## config.mk

```make
export PLATFORM = sky130hd
export DESIGN_NAME = clock_divider_prog_flat
export DESIGN_NICKNAME = d
export VERILOG_FILES = /design/src/rtl/clock_divider_prog_if.sv /design/src/rtl/clock_divider_prog.sv /design/src/flat_wrapper.sv
export SDC_FILE = /design/constraint.sdc
export NUM_CORES = 1
export LEC_CHECK = 0
export BUFFER_PORTS_ARGS = -buffer_cell sky130_fd_sc_hd__buf_2
export CAP_MARGIN = 20
export CORE_MARGIN = 1.5
export CORE_UTILIZATION = 50
export DETAILED_ROUTE_END_ITERATION = 10
export GPL_ROUTABILITY_DRIVEN = 0
export PLACE_DENSITY = 0.64
export SKIP_LAST_GASP = 1
export SLEW_MARGIN = 40
export SYNTH_ARGS = -nofsm -noshare
export SYNTH_HDL_FRONTEND = slang
export SYNTH_SLANG_ARGS = --single-unit
export TNS_END_PERCENT = 30
```

## constraint.sdc

```tcl
create_clock -name clk -period 9.9 [get_ports clk]
set_clock_uncertainty 0.15 [all_clocks]
set_input_delay 0.495 -clock clk [delete_from_list [all_inputs] [get_ports clk]]
set_output_delay 0.495 -clock clk [all_outputs]
set_load 0.05 [all_outputs]
```

## src/rtl/clock_divider_prog_if.sv

```systemverilog
// Configuration write channel of clock_divider_prog: a valid/ready handshake
// carrying a target channel and a new divisor.
interface clock_divider_prog_if #(
  parameter int CH_W  = 3,
  parameter int CNT_W = 16
);
  logic             cfg_valid;
  logic             cfg_ready;
  logic [CH_W-1:0]  cfg_chan;
  logic [CNT_W-1:0] cfg_div;

  modport master (output cfg_valid, output cfg_chan, output cfg_div, input cfg_ready);
  modport slave  (input cfg_valid, input cfg_chan, input cfg_div, output cfg_ready);
endinterface

```

## src/rtl/clock_divider_prog.sv

```systemverilog
// Multi-channel synchronous clock divider with runtime divisors that switch
// only at period boundaries, plus a common sync that phase-aligns all channels.
module clock_divider_prog #(
  parameter int CHANNELS = 5,
  parameter int CNT_W    = 16,
  parameter int CH_W     = (CHANNELS > 1) ? $clog2(CHANNELS) : 1
) (
  input  logic                clk,
  input  logic                reset,
  input  logic                sync,
  clock_divider_prog_if.slave cfg,
  output logic [CHANNELS-1:0] div_out,
  output logic [CHANNELS-1:0] tick
);

  localparam logic [CNT_W-1:0] ONE = CNT_W'(1);

  function automatic logic [CNT_W-1:0] reset_div(input int i);
    if (i + 1 >= CNT_W) return '1;
    return ONE << (i + 1);
  endfunction

  logic [CH_W-1:0]     chan_sel;
  logic [CNT_W-1:0]    d_q   [CHANNELS];
  logic [CNT_W-1:0]    cnt_q [CHANNELS];
  logic [CNT_W-1:0]    p_q   [CHANNELS];
  logic [CHANNELS-1:0] pend_q;

  logic [CNT_W-1:0]    d_n   [CHANNELS];
  logic [CNT_W-1:0]    cnt_n [CHANNELS];
  logic [CNT_W-1:0]    p_n   [CHANNELS];
  logic [CHANNELS-1:0] pend_n;
  logic [CHANNELS-1:0] div_n;
  logic [CHANNELS-1:0] tick_n;

  assign chan_sel = cfg.cfg_chan;

  // Out-of-range channel numbers match nothing, so they stay ready and are dropped.
  always_comb begin
    cfg.cfg_ready = 1'b1;
    for (int i = 0; i < CHANNELS; i++) begin
      if (int'(chan_sel) == i) cfg.cfg_ready = ~pend_q[i];
    end
  end

  always_comb begin
    logic             hit;
    logic             apply;
    logic             wrap;
    logic [CNT_W-1:0] half;
    pend_n = '0;
    div_n  = '0;
    tick_n = '0;
    for (int i = 0; i < CHANNELS; i++) begin
      hit   = cfg.cfg_valid && (int'(chan_sel) == i) && !pend_q[i];
      wrap  = (d_q[i] <= ONE) || (cnt_q[i] == d_q[i] - ONE);
      apply = pend_q[i] && (sync || wrap);

      d_n[i]    = apply ? p_q[i] : d_q[i];
      p_n[i]    = hit ? cfg.cfg_div : p_q[i];
      pend_n[i] = apply ? 1'b0 : (hit | pend_q[i]);

      if (apply || sync || wrap) cnt_n[i] = '0;
      else                       cnt_n[i] = cnt_q[i] + ONE;

      // Odd divisors get the extra cycle in the high phase.
      half      = d_n[i] - (d_n[i] >> 1);
      div_n[i]  = (d_n[i] != '0) && (cnt_n[i] < half);
      tick_n[i] = (d_n[i] != '0) && (cnt_n[i] == '0);
    end
  end

  always_ff @(posedge clk) begin
    if (reset) begin
      for (int i = 0; i < CHANNELS; i++) begin
        d_q[i]   <= reset_div(i);
        cnt_q[i] <= '0;
        p_q[i]   <= '0;
      end
      pend_q  <= '0;
      div_out <= '0;
      tick    <= '0;
    end else begin
      for (int i = 0; i < CHANNELS; i++) begin
        d_q[i]   <= d_n[i];
        cnt_q[i] <= cnt_n[i];
        p_q[i]   <= p_n[i];
      end
      pend_q  <= pend_n;
      div_out <= div_n;
      tick    <= tick_n;
    end
  end

endmodule

```

## src/flat_wrapper.sv

```systemverilog
// flat-port wrapper written by rule: the top's interface ports become plain ports
module clock_divider_prog_flat 
#(
  parameter int CHANNELS = 5,
  parameter int CNT_W    = 16,
  parameter int CH_W     = (CHANNELS > 1) ? $clog2(CHANNELS) : 1
)
  (clk, reset, sync, div_out, tick, cfg_cfg_valid, cfg_cfg_chan, cfg_cfg_div, cfg_cfg_ready);
  clock_divider_prog_if #(.CH_W(CH_W), .CNT_W(CNT_W)) cfg_i ();
  input  logic clk;
  input  logic reset;
  input  logic sync;
  output logic [CHANNELS-1:0] div_out;
  output logic [CHANNELS-1:0] tick;
  input wire logic [$bits(cfg_i.cfg_valid)-1:0] cfg_cfg_valid;
  input wire logic [$bits(cfg_i.cfg_chan)-1:0] cfg_cfg_chan;
  input wire logic [$bits(cfg_i.cfg_div)-1:0] cfg_cfg_div;
  output wire logic [$bits(cfg_i.cfg_ready)-1:0] cfg_cfg_ready;
  assign cfg_i.cfg_valid = cfg_cfg_valid;
  assign cfg_i.cfg_chan = cfg_cfg_chan;
  assign cfg_i.cfg_div = cfg_cfg_div;
  assign cfg_cfg_ready = cfg_i.cfg_ready;
  clock_divider_prog #(.CHANNELS(CHANNELS), .CNT_W(CNT_W), .CH_W(CH_W)) u_core (.clk(clk), .reset(reset), .sync(sync), .cfg(cfg_i), .div_out(div_out), .tick(tick));
endmodule
```

==> impl_metrics.csv <==
group,metric,value,unit
synthesis,synth_edf_count,0,
worst_setup_path,reg2reg_depth,34,
synthesis,synth.top_cell.area_share,26.8,%
hold_path,holdPathStages,3,
placement,io_buffers,33,
pwr,power_density,116,nW/um^2
timing,finalSetupViolCount,0,
synthesis,synth_cells,2423,
run,max_cap_violations,0,
synthesis,synth_fp_nets,2638,
pwr,netSwitchingFraction,26.5,%
worst_setup_path,arrival,8.52,ns
die,row_count,71,
die,fp.dieW,198,microns
die,dieArea,39300,sq um
routing,wl_per_cell,17.0,microns
placement,dp_hpwl,38100,microns
timing,post-route-period-util,82.1,%
cells_and_area,drive_above_1_share,6.19,%
timing,fmaxAchievable,123,MHz
clock_tree,cts_buffer_depth,3,
global_routing,grt.overflow.total,0,
synthesis,yosysUniqueCellTypes,86,
synthesis,synth_warnings,0,
pwr,p_seq_share,44.3,%
cells_and_area,area_growth,7.89,%
worst_setup_path,crit_fanout,39,
pwr,p_int,1.75,mW
pwr,vdd_ir_drop_max,0.139,mV
placement,pre_cts_ws,1.97,ns
synthesis,ys_top_cells_by_count,"nor2_1 (356), dfxtp_1 (255), nand2_1 (196), ha_1 (187), a21oi_1 (146)",
hold_path,whs_endpoint,"u_core.p_q[0][37]$_SDFFE_PP0P_",
routing,drt-pass1-iter-count,7,
routing,drtIter0Drc,1142,
pwr,total_power,2.38,mW
cells_and_area,fin_nets,2599,
hold_path,hp-start,"cfg_cfg_div[5]",
worst_setup_path,r2r-end,"u_core.div_out[3]$_SDFF_PP0_",
worst_setup_path,startpoint_type,"flop",
timing,fin_crit,8.13,ns
clock_tree,clock_sinks,255,
synthesis,ys.flop_type,"dfxtp_1",
clock_tree,cts-root-buf,"clkbuf_16",
worst_setup_path,cpPeakStageDelay,0.63,ns
global_routing,grt_pass1_wl,81100,microns
worst_setup_path,critPathKind,"reg -> reg",
clock_tree,cts_hold_buf,0,
clock_tree,cts_setup_buffers,0,
outcome,status,"completed",
worst_setup_path,critPathRequiredTime,10.29,ns
timing,hold_viol_final,0,
global_routing,grt_max_degree,82,
timing,worst_slack,1.77,ns
worst_setup_path,worst_path_max_delay_cell,"nor3b_1",
worst_setup_path,critical_path_buf_inv_count,2,
global_routing,grt_pass1_vias,15632,
die,ioPinCount,34,
die,core_area,37600,sq um
cells_and_area,utilization,54.7,%
clock_tree,cts_tree,"done",
timing,final_max_slew_viol_count,0,
synthesis,synth_area,19000,sq um
routing,num_vias,16660,
global_routing,track_usage,25.5,%
pwr,clkPwrFrac,46.4,%
routing,drc,0,
timing,worst_pin_slew,0.857,ns
synthesis,synth_area_leaders,"dfxtp_1 (27%), ha_1 (12%), nor2_1 (7.0%), xnor2_1 (6.6%), mux2i_1 (6.2%)",
timing,slew_headroom,42.7,%
clock_tree,htreeDepth,1,
synthesis,yosysTopAreaCell,"dfxtp_1",
synthesis,syn-mean-instance-area,7.86,sq um
timing,final.setup.tns,0,ns
timing,rsz0062_at_grt,"false",
routing,routed_wl,49800,microns
pwr,p_comb_share,9.3,%
die,start_util,50.7,%
global_routing,grt_antenna_before_repair,4,
clock_tree,path_clk_slew,0.07,ns
clock_tree,insertion_delay,0.59,ns
die,die_y,198,microns
routing,viasPerCell,5.70,
cells_and_area,regArea,5100,sq um
worst_setup_path,critPathTopFamily,"compound AO/OA/AOI/OAI gates",
worst_setup_path,r2r_start,"u_core.d_q[3][0]$_SDFF_PP0_",
clock_tree,cts_buffers,29,
cells_and_area,final_cell_area,20500,sq um
cells_and_area,multi_input_area,13100,sq um
routing,drt.antenna.violating_nets,0,
worst_setup_path,end_kind,"flop",
pwr,p_leak,9.10,nW
pwr,p_sw,0.630,mW
synthesis,seq_area_frac_synth,26.8,%
hold_path,hold_class,"in -> reg",
cells_and_area,fillerInstances,3494,
synthesis,synthArstFlopShare,0,%
placement,postPlaceCellArea,19500,sq um
synthesis,ys_ff_latch,255,
worst_setup_path,regToRegSetupSlack,1.77,ns
synthesis,yosysMostFrequentCell,"nor2_1",
clock_tree,ctsResizeCount,0,
metal layers:
metal / wire [microns] / vias up / track usage, %
met4: 1150 / 0 / 6.25
met5: 0 / - / 0
met1: 24000 / 7798 / 35.6
met3: 2360 / 83 / 3.54
met2: 22200 / 382 / 41.1
li1: - / 8397 / -
registers in the layout (all words and copies together) (netlist names):
register / cells
u_core.pend_q: 5
u_core.p_q: 80
u_core.d_q: 80
u_core.tick: 5
u_core.cnt_q: 80
u_core.div_out: 5
cell families after synthesis:
| family | count (synthesis) | share of synthesized area [%] |
|---|---|---|
| compound gates | 408 | 13.9 |
| xor+xnor | 234 | 10.8 |
| fa+ha+maj | 195 | 13.0 |
| buf+inv | 238 | 4.75 |
| flops | 255 | 26.8 |
| mux | 123 | 6.52 |
| simple gates | 970 | 24.3 |
placed cells by master (no fill, tap or decap), types with 14 or more instances in the layout:
cell and instances:
a21o_1 38, a21oi_1 145, a31oi_1 34, and3_1 26, buf_2 32, clkbuf_16 29, dfxtp_1 255, ha_1 187
inv_1 124, mux2i_1 118, nand2_1 195, nand2b_1 27, nand3_1 70, nand4_1 38, nor2_1 355, nor2b_1 22
nor3_1 94, nor3b_1 15, nor4_1 27, o21ai_0 70, o21bai_1 14, o31ai_1 14, or2_2 14, or3_1 16
or4_1 18, xnor2_1 144, xor2_1 90
metrics by stage:
| stage | instances | hold slack [ns] |
|---|---|---|
| final | 2921 | 0.0819 |
| after global routing | 2919 | 0.0689 |
| after CTS | 2917 | 0.0603 |
| after detailed placement | 2864 | 0.298 |
| after global placement | 2864 | 0.294 |
| after floorplan | 2423 | 0.286 |
how the worst max path moves through the flow:
stage | start | endpoint | slack (ns) | depth (start not counted)
6_report | u_core.d_q[3][0]$_SDFF_PP0_ | u_core.div_out[3]$_SDFF_PP0_ | 1.77 | 34
5_1_grt | u_core.d_q[3][0]$_SDFF_PP0_ | u_core.div_out[3]$_SDFF_PP0_ | 1.13 | 34
4_1_cts | u_core.d_q[3][0]$_SDFF_PP0_ | u_core.div_out[3]$_SDFF_PP0_ | 1.95 | 34
3_5_place_dp | u_core.d_q[3][0]$_SDFF_PP0_ | u_core.div_out[3]$_SDFF_PP0_ | 1.97 | 34
3_3_place_gp | u_core.d_q[3][10]$_SDFF_PP0_ | u_core.div_out[3]$_SDFF_PP0_ | 2.13 | 32
2_1_floorplan | u_core.d_q[2][2]$_SDFF_PP0_ | u_core.div_out[2]$_SDFF_PP0_ | 2.75 | 30
worst min-delay path: stages:
cell and delay (ns):
buf_2 0.15, nand2_1 0.07, a21oi_1 0.05
power by group through the flow:
stage               registers [mW]  clock network, mW  logic (mW)
finish                        1.05               1.11       0.221
global route                  1.06               1.17       0.244
CTS                           1.05               1.13       0.221
detailed placement            1.08                  0       0.220
global placement              1.08                  0       0.216
floorplan                     1.09                  0       0.148
layout make-up:
type                       count  share of cell area [%]
antenna                        4                  0.0487
inverter                     124                    2.27
multi-input combinational   1930                    63.7
clock buffer                  31                    3.62
tap                          511                    3.11
clock inverter                22                    1.15
sequential                   255                    24.9
timing repair buffer          44                    1.25
Note: power is estimated with default switching activity, not from simulation.
